**src/rtl/pipe_stage_skid.sv**
```systemverilog
// Elastic two-entry pipeline register placed between adjacent CPU stages.
// Main entry drives the output, skid entry absorbs one payload when downstream
// stalls. Also provides branch flush, a bubble value, a sticky HLT latch and a
// saturating stall counter.
module pipe_stage_skid #(
    parameter int unsigned         WIDTH   = 16,
    parameter logic [WIDTH-1:0]    NOP_VAL = '0,
    parameter int unsigned         HLT_BIT = 0,
    parameter int unsigned         CNT_W   = 16
) (
    input  logic             clk,
    input  logic             rst,
    input  logic             in_valid,
    output logic             in_ready,
    input  logic [WIDTH-1:0] in_data,
    output logic             out_valid,
    input  logic             out_ready,
    output logic [WIDTH-1:0] out_data,
    input  logic             flush,
    output logic             hlt_seen,
    output logic [CNT_W-1:0] stall_cnt
);

    localparam logic [CNT_W-1:0] CNT_MAX = '1;

    logic             main_valid, main_valid_n;
    logic [WIDTH-1:0] main_data,  main_data_n;
    logic             skid_valid, skid_valid_n;
    logic [WIDTH-1:0] skid_data,  skid_data_n;
    logic             in_ready_n;
    logic             hlt_seen_n;
    logic [CNT_W-1:0] stall_cnt_n;
    logic             accept;
    logic             drain;

    assign accept = in_valid && in_ready;
    assign drain  = main_valid && out_ready;

    // Next-state: flush wins over storage moves; status updates on drain/stall regardless
    always_comb begin
        main_valid_n = main_valid;
        main_data_n  = main_data;
        skid_valid_n = skid_valid;
        skid_data_n  = skid_data;
        hlt_seen_n   = hlt_seen;
        stall_cnt_n  = stall_cnt;

        if (drain && main_data[HLT_BIT]) begin
            hlt_seen_n = 1'b1;
        end
        if (main_valid && !out_ready && (stall_cnt != CNT_MAX)) begin
            stall_cnt_n = stall_cnt + CNT_W'(1);
        end

        if (flush) begin
            main_valid_n = 1'b0;
            skid_valid_n = 1'b0;
        end else if (drain) begin
            if (skid_valid) begin
                // in_ready is low while skid is full, so no accept can collide here
                main_valid_n = 1'b1;
                main_data_n  = skid_data;
                skid_valid_n = 1'b0;
            end else if (accept) begin
                main_valid_n = 1'b1;
                main_data_n  = in_data;
            end else begin
                main_valid_n = 1'b0;
            end
        end else if (accept) begin
            if (!main_valid) begin
                main_valid_n = 1'b1;
                main_data_n  = in_data;
            end else begin
                skid_valid_n = 1'b1;
                skid_data_n  = in_data;
            end
        end

        in_ready_n = !skid_valid_n;
    end

    // State registers with synchronous reset overriding everything
    always_ff @(posedge clk) begin
        if (rst) begin
            main_valid <= 1'b0;
            main_data  <= NOP_VAL;
            skid_valid <= 1'b0;
            skid_data  <= NOP_VAL;
            in_ready   <= 1'b1;
            hlt_seen   <= 1'b0;
            stall_cnt  <= '0;
        end else begin
            main_valid <= main_valid_n;
            main_data  <= main_data_n;
            skid_valid <= skid_valid_n;
            skid_data  <= skid_data_n;
            in_ready   <= in_ready_n;
            hlt_seen   <= hlt_seen_n;
            stall_cnt  <= stall_cnt_n;
        end
    end

    // Output is a pure mux of registered state; bubble when main entry is empty
    assign out_valid = main_valid;
    assign out_data  = main_valid ? main_data : NOP_VAL;

endmodule

```
**config.mk**
```make
export PLATFORM = sky130hd
export DESIGN_NAME = pipe_stage_skid
export DESIGN_NICKNAME = d
export VERILOG_FILES = /design/src/rtl/pipe_stage_skid.sv
export SDC_FILE = /design/constraint.sdc
export NUM_CORES = 1
export LEC_CHECK = 0
export CAP_MARGIN = 20
export CORE_MARGIN = 2
export CORE_UTILIZATION = 40
export CTS_CLUSTER_SIZE = 8
export DETAILED_ROUTE_END_ITERATION = 8
export PLACE_DENSITY = 0.63
export SLEW_MARGIN = 0
export SYNTH_ARGS = -nofsm -noshare
export SYNTH_HDL_FRONTEND = slang
export SYNTH_SLANG_ARGS = --single-unit
```
**constraint.sdc**
```tcl
create_clock -name clk -period 5.8 [get_ports clk]
set_clock_uncertainty 0.05 [all_clocks]
set_input_delay 0.87 -clock clk [delete_from_list [all_inputs] [get_ports clk]]
set_output_delay 0.87 -clock clk [all_outputs]
set_load 0.02 [all_outputs]
```
Yosys cells after proc, flatten, opt, wreduce, memory -nomap -nowiden
Index checks and enable logic that the tools add are counted.
{ "word_totals": {"ff_bits": 52, "inputBits": 21, "output_inout_bits": 35, "wordCells": 38} }
{ "classes": {"add_sub_neg": 1, "eq_ne": 2, "n_mux": 14, "n_bitwise": 2, "n_reduce_logical": 12} }
{ "op_table": {"columns": ["cell", "count"], "rows": [
  ["$mux W16", 6],
  ["$add A16 B1 Y16 const B", 1],
  ["$ne A16 B16 Y1 const B", 1],
  ["$mux W1", 8],
  ["$reduce_and A4 Y1", 2],
  ["$logic_and A1 B1 Y1", 5],
  ["$reduce_bool A2 Y1", 2],
  ["$logic_not A1 Y1", 2],
  ["$ne A2 B1 Y1 const B", 1],
  ["$not A1 Y1", 2],
  ["$reduce_or A2 Y1", 1]
]} }

Depth between registers and ports, before layout
Gate-level depths: netlist (run 1).
{ "logic_depth": {"ltp_word": 5, "ltp_mapped": 6, "depth_no_buf": 5} }

Least setup slack after synthesis (run 1)
OpenSTA, ideal clock, no wires.
{ "synth_timing": {"path_type": "register -> output", "startpoint": "reg main_valid (netlist: out_valid)", "endpoint": "out out_data[13]", "arrival_ns": 1.318, "required_time_ns": 4.880, "path_slack_ns": 3.562, "stages_incl_launch_ff": 5, "n_path_buf": 3, "path_cell_list": "dfxtp_1 > buf_2 > clkbuf_1 > clkbuf_1 > and2_1"} }
{ "synth_between": {"elab_chain_len": 1} }
{ "synth_lines": {"columns": ["item", "line_no", "rtl"], "rows": [
  ["start, declared", "26", "logic main_valid, main_valid_n;"],
  ["start signal, assigned", "94", "main_valid <= main_valid_n;"],
  ["$mux W16", "106", "assign out_data = main_valid ? main_data : NOP_VAL;"],
  ["end, declared", "18", "output logic [WIDTH-1:0] out_data,"]
]} }
No other way between the ends.

Worst setup path after layout (run 1)
{ "layout_timing": {"startpoint": "reg main_valid (netlist: out_valid)", "endpoint": "out out_data[2]"} }
The elaborated chain is that of the path after synthesis.

==> run summary, run 1 <==
The run finished with clean final reports. The count of hold buffers inserted by post-cts repair came out at 0. The count of max-cap constraint violations came out at 0.

The max-slew violation count came out at 0. Yosys instantiated no cell more often than sky130_fd_sc_hd__dfxtp_1. By area the synthesized netlist is led by sky130_fd_sc_hd__dfxtp_1, sky130_fd_sc_hd__mux2i_1, sky130_fd_sc_hd__nor2_1, sky130_fd_sc_hd__a211oi_1, sky130_fd_sc_hd__and2_1. The number of failing setup endpoints in the final timing report came out at 0.

The required time at the endpoint of the critical path is 4.88 ns. The setup TNS is 0 ns. At the worst endpoint, the arrival time is 2.12 ns.

The fraction of final layout cells with drive strength greater than 1 came out at 0.0804. Counting flops with a built-in enable in the synthesized netlist gives 0. The instance count of the mapped netlist came out at 263. A synthesized cell averages 9.26 sq um.

The total nets after synthesis came out at 285. The initial antenna violation count came out at 0. The final worst-path cycle share came out at 0.524. The count of pins on the block boundary is 56.

The number of global-route vias before repair came out at around 1900. The count of inserted antenna diode cells is 0. The tightest hold margin came out at 0.431 ns. The starting density of the core came out at 0.414. After floorplanning, the core was sized to cover 5890 sq um. Once routing completed, OpenROAD measured the worst setup slack at about 2.8 ns. The first-pass GRT wire length is just under 9000 microns. Input and output buffers added on the ports amount to 55. Dividing the detail-routed via count by the number of cells gives 5.24.

From synthesis to final layout, the design area changed by 28.4%. The floorplan die height came out at 82.0 microns. Routability-driven placement finished with a final weighted congestion of ~0.85. The leakage power came out at 1.13 nW. Clock-pin slew was measured on the worst setup and hold paths at around 0.10 ns. The detailed-route DRC error count is 0.

The total number of yosys warnings is 0. The post-cts gate resize count is 0. The worst setup path is launched from a flop. The number of standard-cell rows in the floorplan is 28. In this run the tightest slew margin relative to its limit is 0.214. The maximum achievable frequency is about 330 MHz. The design draws 0.646 mW. The worst-case clock buffer depth came out at 2. The synthesized netlist contains 38 unique library cells. TritonCTS built the clock tree. The H-tree was split into 2 levels. The number of fill cells in the layout is 567.

The path class of the tightest hold or removal check is reg2reg. The die extent in x is 82.0 microns. The placed wire-length estimate is between 3000 and 4000 microns. The final layout contains 332 nets.

The total grt overflow is 0. The clock latency at the later pin of the worst-skew pair came out at 0.31 ns. The most used flip-flop cell after synthesis is sky130_fd_sc_hd__dfxtp_1.

The number of setup buffers added after CTS is 0. The routed wire length is around 5400 microns. In the final routed layout, each cell accounts on average for 13.9 microns.

In the synthesized netlist, the cells that appear most often are sky130_fd_sc_hd__dfxtp_1, sky130_fd_sc_hd__nor2_1, sky130_fd_sc_hd__mux2i_1, sky130_fd_sc_hd__a211oi_1, sky130_fd_sc_hd__and2_1. The hold violation count in the final report was 0. For this design the ratio of total power to cell area is 207 nW/um^2. The cell sitting at the root of the clock tree is a sky130_fd_sc_hd__clkbuf_8.

OpenSTA, run right after detailed placement, puts the worst setup slack at 2.69 ns. The final critical-path required period is 3.04 ns. The clock buffer count from CTS came out at 5. The area of the die came out at 6730 sq um. Of the post-synthesis cell area, the dominant cell type holds 0.428. Setup repair after global routing left no endpoint under its margin. The global routing usage summed across all routing layers came out at 0.171. After the first detailed-routing iteration, the DRC count stood at between 80 and 90. The peak supply drop is 0.000118 V. At the pin with the least slew margin, the transition time is 1.18 ns. The maximum number of pins on one net before global-route repair came out at 59.

The fraction of the yosys area taken by sequential cells is 0.428. The clock sink count is 52. The post-synthesis instance area is 2430 sq um.

The start-to-end type of the worst setup path is reg2out. The number of search-and-repair iterations in the first detailed-routing pass is 4. The synthesized flop and latch total came out at 52.

The library cell occupying the most area in the post-synthesis netlist is sky130_fd_sc_hd__dfxtp_1. The maximum fanout along the worst path came out at 28. The proportion of register bits with asynchronous set or reset after synthesis is 0. The worst setup path is captured at an output port.

The post-route antenna net violation count is 0. The number of vias after detailed routing is 2022.
[registers in the layout (all words and copies together), names as in the netlist]
| register | count |
|---|---|
| main_data | 16 |
| skid_data | 16 |
| stall_cnt | 16 |
| hlt_seen | 1 |
| in_ready | 1 |
| out_valid | 1 |
| skid_valid | 1 |
[path summary, 6_finish.rpt]
kind / from / end / slack (ns) / cells after the start
worst max-delay path: out_valid$_SDFFE_PP0P_ / out_data[2] / 2.76 / 2
worst min-delay path: hlt_seen$_SDFFE_PP0P_ / hlt_seen$_SDFFE_PP0P_ / 0.43 / 2
worst max register to register: out_valid$_SDFFE_PP0P_ / main_data[12]$_SDFFE_PP0P_ / 3.11 / 3
worst min register to register: hlt_seen$_SDFFE_PP0P_ / hlt_seen$_SDFFE_PP0P_ / 0.43 / 2
[per-stage QoR]
stage / cell area (sq um) / std cells / util
2_1_floorplan: 2430 / 263 / -
3_3_place_gp: 3040 / 378 / 0.516
5_1_grt: 3130 / 386 / 0.531
6_report: 3130 / 386 / 0.531
3_5_place_dp: 3040 / 378 / 0.516
4_1_cts: 3130 / 386 / 0.531
[kinds of logic (layout without fill, tap and decap cells)]
group / count (synthesis) / in the layout / synth area share
muxes: 41 / 41 / 0.172
buffers and inverters: 20 / 68 / 0.0334
DFF: 52 / 52 / 0.428
AOI/OAI and AO/OA: 37 / 37 / 0.106
adders and majority gates: 1 / 1 / 0.00514
and+or+nand+nor: 112 / 112 / 0.256
[layer usage]
layer | track usage | wire length, microns | vias to the layer above
li1 | - | - | 1045
met1 | 0.225 | 2590 | 929
met2 | 0.276 | 2500 | 41
met3 | 0.0352 | 208 | 7
met4 | 0.0650 | 76 | 0
met5 | 0 | 0 | -
[worst max-delay path, cell delays in order, from the launching register on]
cell and delay [ns]:
sky130_fd_sc_hd__dfxtp_1 0.94, sky130_fd_sc_hd__and2_1 0.25, sky130_fd_sc_hd__clkdlybuf4s50_1 0.61
[area by class of cell]
type | instances | area (sq um) | area share
clock buffers | 5 | 68.8 | 0.0220
clock inverters | 3 | 21.3 | 0.00681
inverters | 5 | 18.8 | 0.00600
multi-input cells | 191 | 1340 | 0.428
flip-flops and latches | 52 | 1040 | 0.333
well taps | 75 | 93.8 | 0.0300
repair buffers | 55 | 546 | 0.175
[where the power goes]
part / internal, mW / switching, mW / leakage [nW]
combinational: 0.0285 / 0.0282 / 0.666
sequential: 0.366 / 0.00683 / 0.422
clock: 0.0860 / 0.130 / 0.0445
total: 0.481 / 0.165 / 1.13
[cell usage in the layout (no fill, tap or decap), types with 2 or more instances in the layout]
master / instances
sky130_fd_sc_hd__a211oi_1: 18
sky130_fd_sc_hd__a21oi_1: 6
sky130_fd_sc_hd__a31oi_1: 2
sky130_fd_sc_hd__and2_1: 16
sky130_fd_sc_hd__clkbuf_8: 5
sky130_fd_sc_hd__clkdlybuf4s50_1: 54
sky130_fd_sc_hd__dfxtp_1: 52
sky130_fd_sc_hd__inv_1: 5
sky130_fd_sc_hd__mux2_2: 5
sky130_fd_sc_hd__mux2i_1: 35
sky130_fd_sc_hd__nand2_1: 7
sky130_fd_sc_hd__nand2b_1: 3
sky130_fd_sc_hd__nand3_1: 5
sky130_fd_sc_hd__nand4_1: 5
sky130_fd_sc_hd__nor2_1: 45
sky130_fd_sc_hd__nor2b_1: 6
sky130_fd_sc_hd__nor4_1: 8
sky130_fd_sc_hd__o21ai_0: 3
sky130_fd_sc_hd__o31ai_1: 5
sky130_fd_sc_hd__or4_1: 5
No activity file was read; power rests on OpenSTA's default activity.
==> run 2: changes to the inputs <==
==> constraint.sdc (replaced) <==
create_clock -name clk -period 3.05 [get_ports clk]
set_clock_uncertainty 0.05 [all_clocks]
set_input_delay 0.4575 -clock clk [delete_from_list [all_inputs] [get_ports clk]]
set_output_delay 0.4575 -clock clk [all_outputs]
set_load 0.02 [all_outputs]
==> run summary, run 2 (synthesis results as in run 1) <==
The run finished with clean final reports. The first-iteration detailed-routing DRC count came out at between 100 and 150. The number of global-route vias before repair is 1939. After detailed routing, the average wire length per cell comes to 13.4 microns. The core area is approximately 5900 sq um. The path class of the tightest hold or removal check is reg2reg. The setup TNS is 0 ns. The CTS clock-pin slew for the worst setup and hold paths came out at about 0.09 ns.

The worst-case clock buffer depth is 2. The global placer's final weighted congestion is 0.831. The post-route antenna net violation count came out at 0. Before antenna repair, the detailed router went through 4 iterations. After global routing the overflow that remains totals 0. The relative area change from synthesis to final layout is 30.9%. TritonCTS created 5 clock buffers. The fraction of final layout cells with drive strength greater than 1 is 0.0949. The detailed-route DRC error count is 0. Fill cells in the final layout number 558. The starting density of the core is 0.414. The final cell area excluding filler cells came out at between 3000 and 4000 sq um. The final worst-path cycle share came out at 0.815. The peak supply drop is roughly 0.00028 V. The largest registers in the layout are main_data (16), skid_data (16), stall_cnt (16). The filler-free cell count of the finished design is 391. The initial antenna violation count was 0.

The routed wire length is 5250 microns. The placed wire-length estimate is 3570 microns. At the worst endpoint, the arrival time is ~2.0 ns. TritonCTS built the clock tree.

In the layout the commonest cells are sky130_fd_sc_hd__clkdlybuf4s50_1, sky130_fd_sc_hd__dfxtp_1, sky130_fd_sc_hd__nor2_1. The final standard cell utilization of the core is 0.542. CTS saw 52 sinks. The worst slack at placement came out at 0.533 ns. The final worst setup slack is 0.563 ns. The worst setup path is captured at an output port. The actual slew at the worst max-slew pin is 1.03 ns.

The most critical setup path has its startpoint at out_valid$_SDFFE_PP0P_. The hold violation count in the final report came out at 0. The worst flop-to-flop path startpoint is stall_cnt[0]$_SDFFE_PP0P_. The die extent in x came out at roughly 82 microns. The final critical-path required period is 2.49 ns. The post-CTS setup buffer count is 0. The maximum achievable frequency came out at 402 MHz. The maximum fanout along the worst path came out at 15. The area of the die came out at 6730 sq um. The number of vias per cell after detailed routing came out at 5.22. The number of standard-cell rows in the floorplan came out at 28. The count of hold buffers inserted by post-cts repair is 0. The startpoint identified for the worst hold timing path is hlt_seen$_SDFFE_PP0P_. Across every metal layer, demand over resource in global routing totals 0.169. The total placed cells including tap cells came out at between 300 and 400. The first global-routing pass estimated approximately 9000 microns of wire. The count of pins on the block boundary came out at 56. The critical path is of the reg2out type. The floorplan die height came out at 82.0 microns. The post-cts gate resize count came out at 0. The number of nets at the end of the flow is 337. The max-slew violation count is 0. Across the run, the number of max-cap violations was 0.

At the worst endpoint, the required time is between 2 and 3 ns. Clock tree synthesis selected as its root buffer the cell sky130_fd_sc_hd__clkbuf_8. The worst pin sits at a relative slew slack of 0.315. The clock latency at the later pin of the worst-skew pair is 0.30 ns. Setup repair after global routing left no endpoint under its margin.

In this run the cell area measured after placement is 3070 sq um. The number of failing setup endpoints in the final timing report came out at 0. Leaving out fill and tap cells, the most frequent cell in the layout is sky130_fd_sc_hd__clkdlybuf4s50_1.

The power per cell area is 410 nW/um^2. The maximum number of pins on one net before global-route repair came out at 59. The leakage power is around 1.2 nW. The count of buffers inserted at the top-level ports is 55.

The count of inserted antenna diode cells is 0. The detailed router placed 2041 vias in this run. The H-tree depth reported by CTS came out at 2. STA classifies the critical path startpoint as a flop.
[run 2: worst max-delay path: stages (launching register included)]
cell and delay [ns]:
sky130_fd_sc_hd__dfxtp_1 0.62, sky130_fd_sc_hd__buf_4 0.29, sky130_fd_sc_hd__and2_1 0.16, sky130_fd_sc_hd__clkdlybuf4s50_1 0.62
[run 2: final cells by class]
cell class | count | area [sq um] | share of cell area
clock buffer | 5 | 68.8 | 0.0216
clock inverter | 3 | 46.3 | 0.0145
multi-input combinational | 191 | 1340 | 0.419
inverter | 5 | 18.8 | 0.00589
sequential | 52 | 1040 | 0.327
tap | 75 | 93.8 | 0.0294
timing repair buffer | 60 | 583 | 0.183
[run 2: final timing paths]
kind	endpoint	slack (ns)	cells after the start
hold / removal	hlt_seen$_SDFFE_PP0P_	0.43	2
setup reg to reg	stall_cnt[14]$_SDFFE_PP0P_	0.94	5
setup / recovery	out_data[2]	0.56	3
hold reg to reg	hlt_seen$_SDFFE_PP0P_	0.43	2
[run 2: per-stage QoR]
| stage | hold WS [ns] | power [mW] |
|---|---|---|
| 3_5_place_dp | 0.415 | 0.836 |
| 3_3_place_gp | 0.404 | 0.835 |
| 6_report | 0.432 | 1.31 |
| 2_1_floorplan | 0.410 | 0.781 |
| 5_1_grt | 0.480 | 1.37 |
| 4_1_cts | 0.442 | 1.33 |
[run 2: power by group]
group          switching [mW]  internal, mW
clock network           0.239         0.248
registers              0.0108         0.697
logic                  0.0562        0.0555
[run 2: metal layers]
metal / GRT usage / share of wire
met1: 0.217 / 0.49
met2: 0.285 / 0.45
met3: 0.0363 / 0.045
met4: 0.0483 / 0.012
met5: 0 / 0
==> run 3: changes to the inputs <==
==> constraint.sdc (replaced) <==
create_clock -name clk -period 2.3 [get_ports clk]
set_clock_uncertainty 0.05 [all_clocks]
set_input_delay 0.345 -clock clk [delete_from_list [all_inputs] [get_ports clk]]
set_output_delay 0.345 -clock clk [all_outputs]
set_load 0.02 [all_outputs]
==> run summary, run 3 (synthesis results as in run 1) <==
Clock tree synthesis selected as its root buffer the cell sky130_fd_sc_hd__clkbuf_8. Traced cell by cell, the critical path runs through buf_4 -> and2_1 -> clkdlybuf4s50_1. The placed wire-length estimate came out at 3820 microns.

The worst slew margin relative to its limit is 0.501. The worst-case clock buffer depth is 2. The congestion estimate from routability-driven global placement came to 0.822. The clock reaches the later pin of the worst-skew pair after 0.31 ns. The core area came out at 5890 sq um. The number of standard-cell rows in the floorplan came out at 28.

The setup path with the least slack is of type reg2out. The flow ran to the end, and the final reports show no timing, DRC or antenna violations. The number of global-route vias before repair is 1932. The fraction of final layout cells with drive strength greater than 1 came out at 0.112.

In this run the static leakage power is 1.20 nW. The detailed-route DRC error count is 0. The routed wire length came out at 5400 microns.

In this run the cell area measured after placement is roughly 3100 sq um. The global routing usage summed across all routing layers is 0.174. The first-iteration detailed-routing DRC count came out at 68. The initial antenna violation count was 0.

The actual slew at the worst max-slew pin is around 0.75 ns. The starting density of the core came out at 0.414. The part of the total power dissipated in the clock network came out at 0.326. The final critical-path required period is around 2 ns.

The worst setup path is launched from a flop. The final worst-path cycle share is 0.887. The count of hold buffers inserted by post-cts repair is 0.

The CTS tree is done. Across the VDD grid, the largest voltage drop is 0.000318 V. The clock sink count is 52. The count of max-cap constraint violations is 0. The setup TNS came out at 0 ns. Internal power comes to around 1.2 mW. The post-cts gate resize count is 0.

The CTS clock-pin slew for the worst setup and hold paths came out at 0.10 ns. The floorplan step set the die height to between 80 and 90 microns. The final cell area excluding filler cells came out at around 3200 sq um. Of the total power, registers draw 0.577. The first-pass GRT wire length came out at 9110 microns. The power per cell area came out at 503 nW/um^2. Global routing finished with a remaining overflow of 0. The relative area change from synthesis to final layout is 32.3%. The number of vias per cell after detailed routing came out at 5.24. The net switching power of the design is between 0.4 and 0.5 mW. The largest registers in the layout are main_data (16), skid_data (16), stall_cnt (16). The number of vias after detailed routing came out at 2081.

On the worst path, the slowest cell contributes a delay of 0.60 ns. The hold violation count in the final report is 0. The number of nets at the end of the flow is 343. The max-slew violation count came out at 0. The count of buffers inserted at the top-level ports came out at 55.

The count of pins on the block boundary is 56. The power share of the combinational group is 0.097. The clock buffer count from CTS came out at 5. The highest-delay cell along the critical path is sky130_fd_sc_hd__clkdlybuf4s50_1. The die is roughly 82 microns wide.

In the layout the commonest cells are sky130_fd_sc_hd__clkdlybuf4s50_1, sky130_fd_sc_hd__dfxtp_1, sky130_fd_sc_hd__nor2_1. The fraction of power spent switching nets is 0.247. The clock tree synthesis step divided the H-tree into 2 levels. The post-route antenna net violation count is 0. The area of the die is 6730 sq um. STA classifies the critical path endpoint as an output port. The count of inserted antenna diode cells came out at 0. The post-CTS setup buffer count came out at 0. Setup violations remaining at the end of the flow were counted as 0.

Together, buffers and inverters on the worst path number 2. The completed layout was analyzed and its total power is between 1.5 and 2 mW. Setup repair after global routing left no endpoint under its margin. The data arrival time of the critical path came out at between 1.5 and 2 ns. After detailed routing, the average wire length per cell comes to 13.6 microns. The worst hold path belongs to the class reg2reg. STA puts the critical path data required time at 1.90 ns. The kind of cell with the highest combined delay on the critical path is buffers and inverters. The maximum achievable frequency came out at roughly 490 MHz. The maximum fanout along the worst path is 18. The maximum number of pins on one net before global-route repair came out at 43. The leading cell type in the layout, fill and taps excluded is sky130_fd_sc_hd__clkdlybuf4s50_1. The first TritonRoute pass finished after 5 iterations.
==> run 3: cell types whose count changed in the layout (fill, tap and decap cells not counted) <==
cell	change
sky130_fd_sc_hd__buf_4	+5
sky130_fd_sc_hd__buf_12	+1
sky130_fd_sc_hd__clkinv_4	+1
sky130_fd_sc_hd__clkinv_2	+1
sky130_fd_sc_hd__bufinv_16	-1
sky130_fd_sc_hd__clkinvlp_4	-1
==> run 3: worst reg2reg max path, delay by kind of cell, from the launching register on <==
kind / cells / cell delay [ns]
and+or+nand+nor: 3 / 0.79
DFF: 1 / 0.41
muxes: 1 / 0.35
adders and majority gates: 1 / 0.28
==> run 3: final timing paths <==
path                         startpoint                         end  slack, ns  cells after the start
max              out_valid$_SDFFE_PP0P_                 out_data[3]       0.26                      3
min          main_data[14]$_SDFFE_PP0P_  main_data[14]$_SDFFE_PP0P_       0.45                      2
max reg2reg   stall_cnt[0]$_SDFFE_PP0P_  stall_cnt[14]$_SDFFE_PP0P_       0.32                      5
min reg2reg  main_data[14]$_SDFFE_PP0P_  main_data[14]$_SDFFE_PP0P_       0.45                      2
==> run 3: metrics by stage <==
stage	cells	setup slack, ns	util	hold slack, ns
6_report	397	0.261	0.547	0.446
2_1_floorplan	263	0.297	-	0.373
3_5_place_dp	389	0.0515	0.532	0.430
5_1_grt	397	0.158	0.547	0.472
3_3_place_gp	389	0.0872	0.532	0.406
4_1_cts	397	0.236	0.547	0.452
==> run 3: final cells by class <==
type                       count  area (sq um)
inverter                       5          18.8
sequential                    52          1040
timing repair buffer          66           641
tap                           75          93.8
clock buffer                   5          68.8
clock inverter                 3          22.5
fill                         578          2660
multi-input combinational    191          1340
==> run 3: power by group through the flow <==
stage	logic, mW	registers [mW]	clock network [mW]
final	0.157	0.936	0.529
after global routing	0.176	0.939	0.578
after CTS	0.159	0.936	0.547
after detailed placement	0.159	0.957	0
after global placement	0.157	0.956	0
after floorplan	0.0797	0.956	0
==> run 3: per-layer routing <==
metal | track usage | wire length [microns] | vias up
met5 | 0 | 0 | -
met4 | 0.0583 | 47 | 0
met3 | 0.0286 | 192 | 4
met2 | 0.282 | 2480 | 36
met1 | 0.234 | 2680 | 977
li1 | - | - | 1064
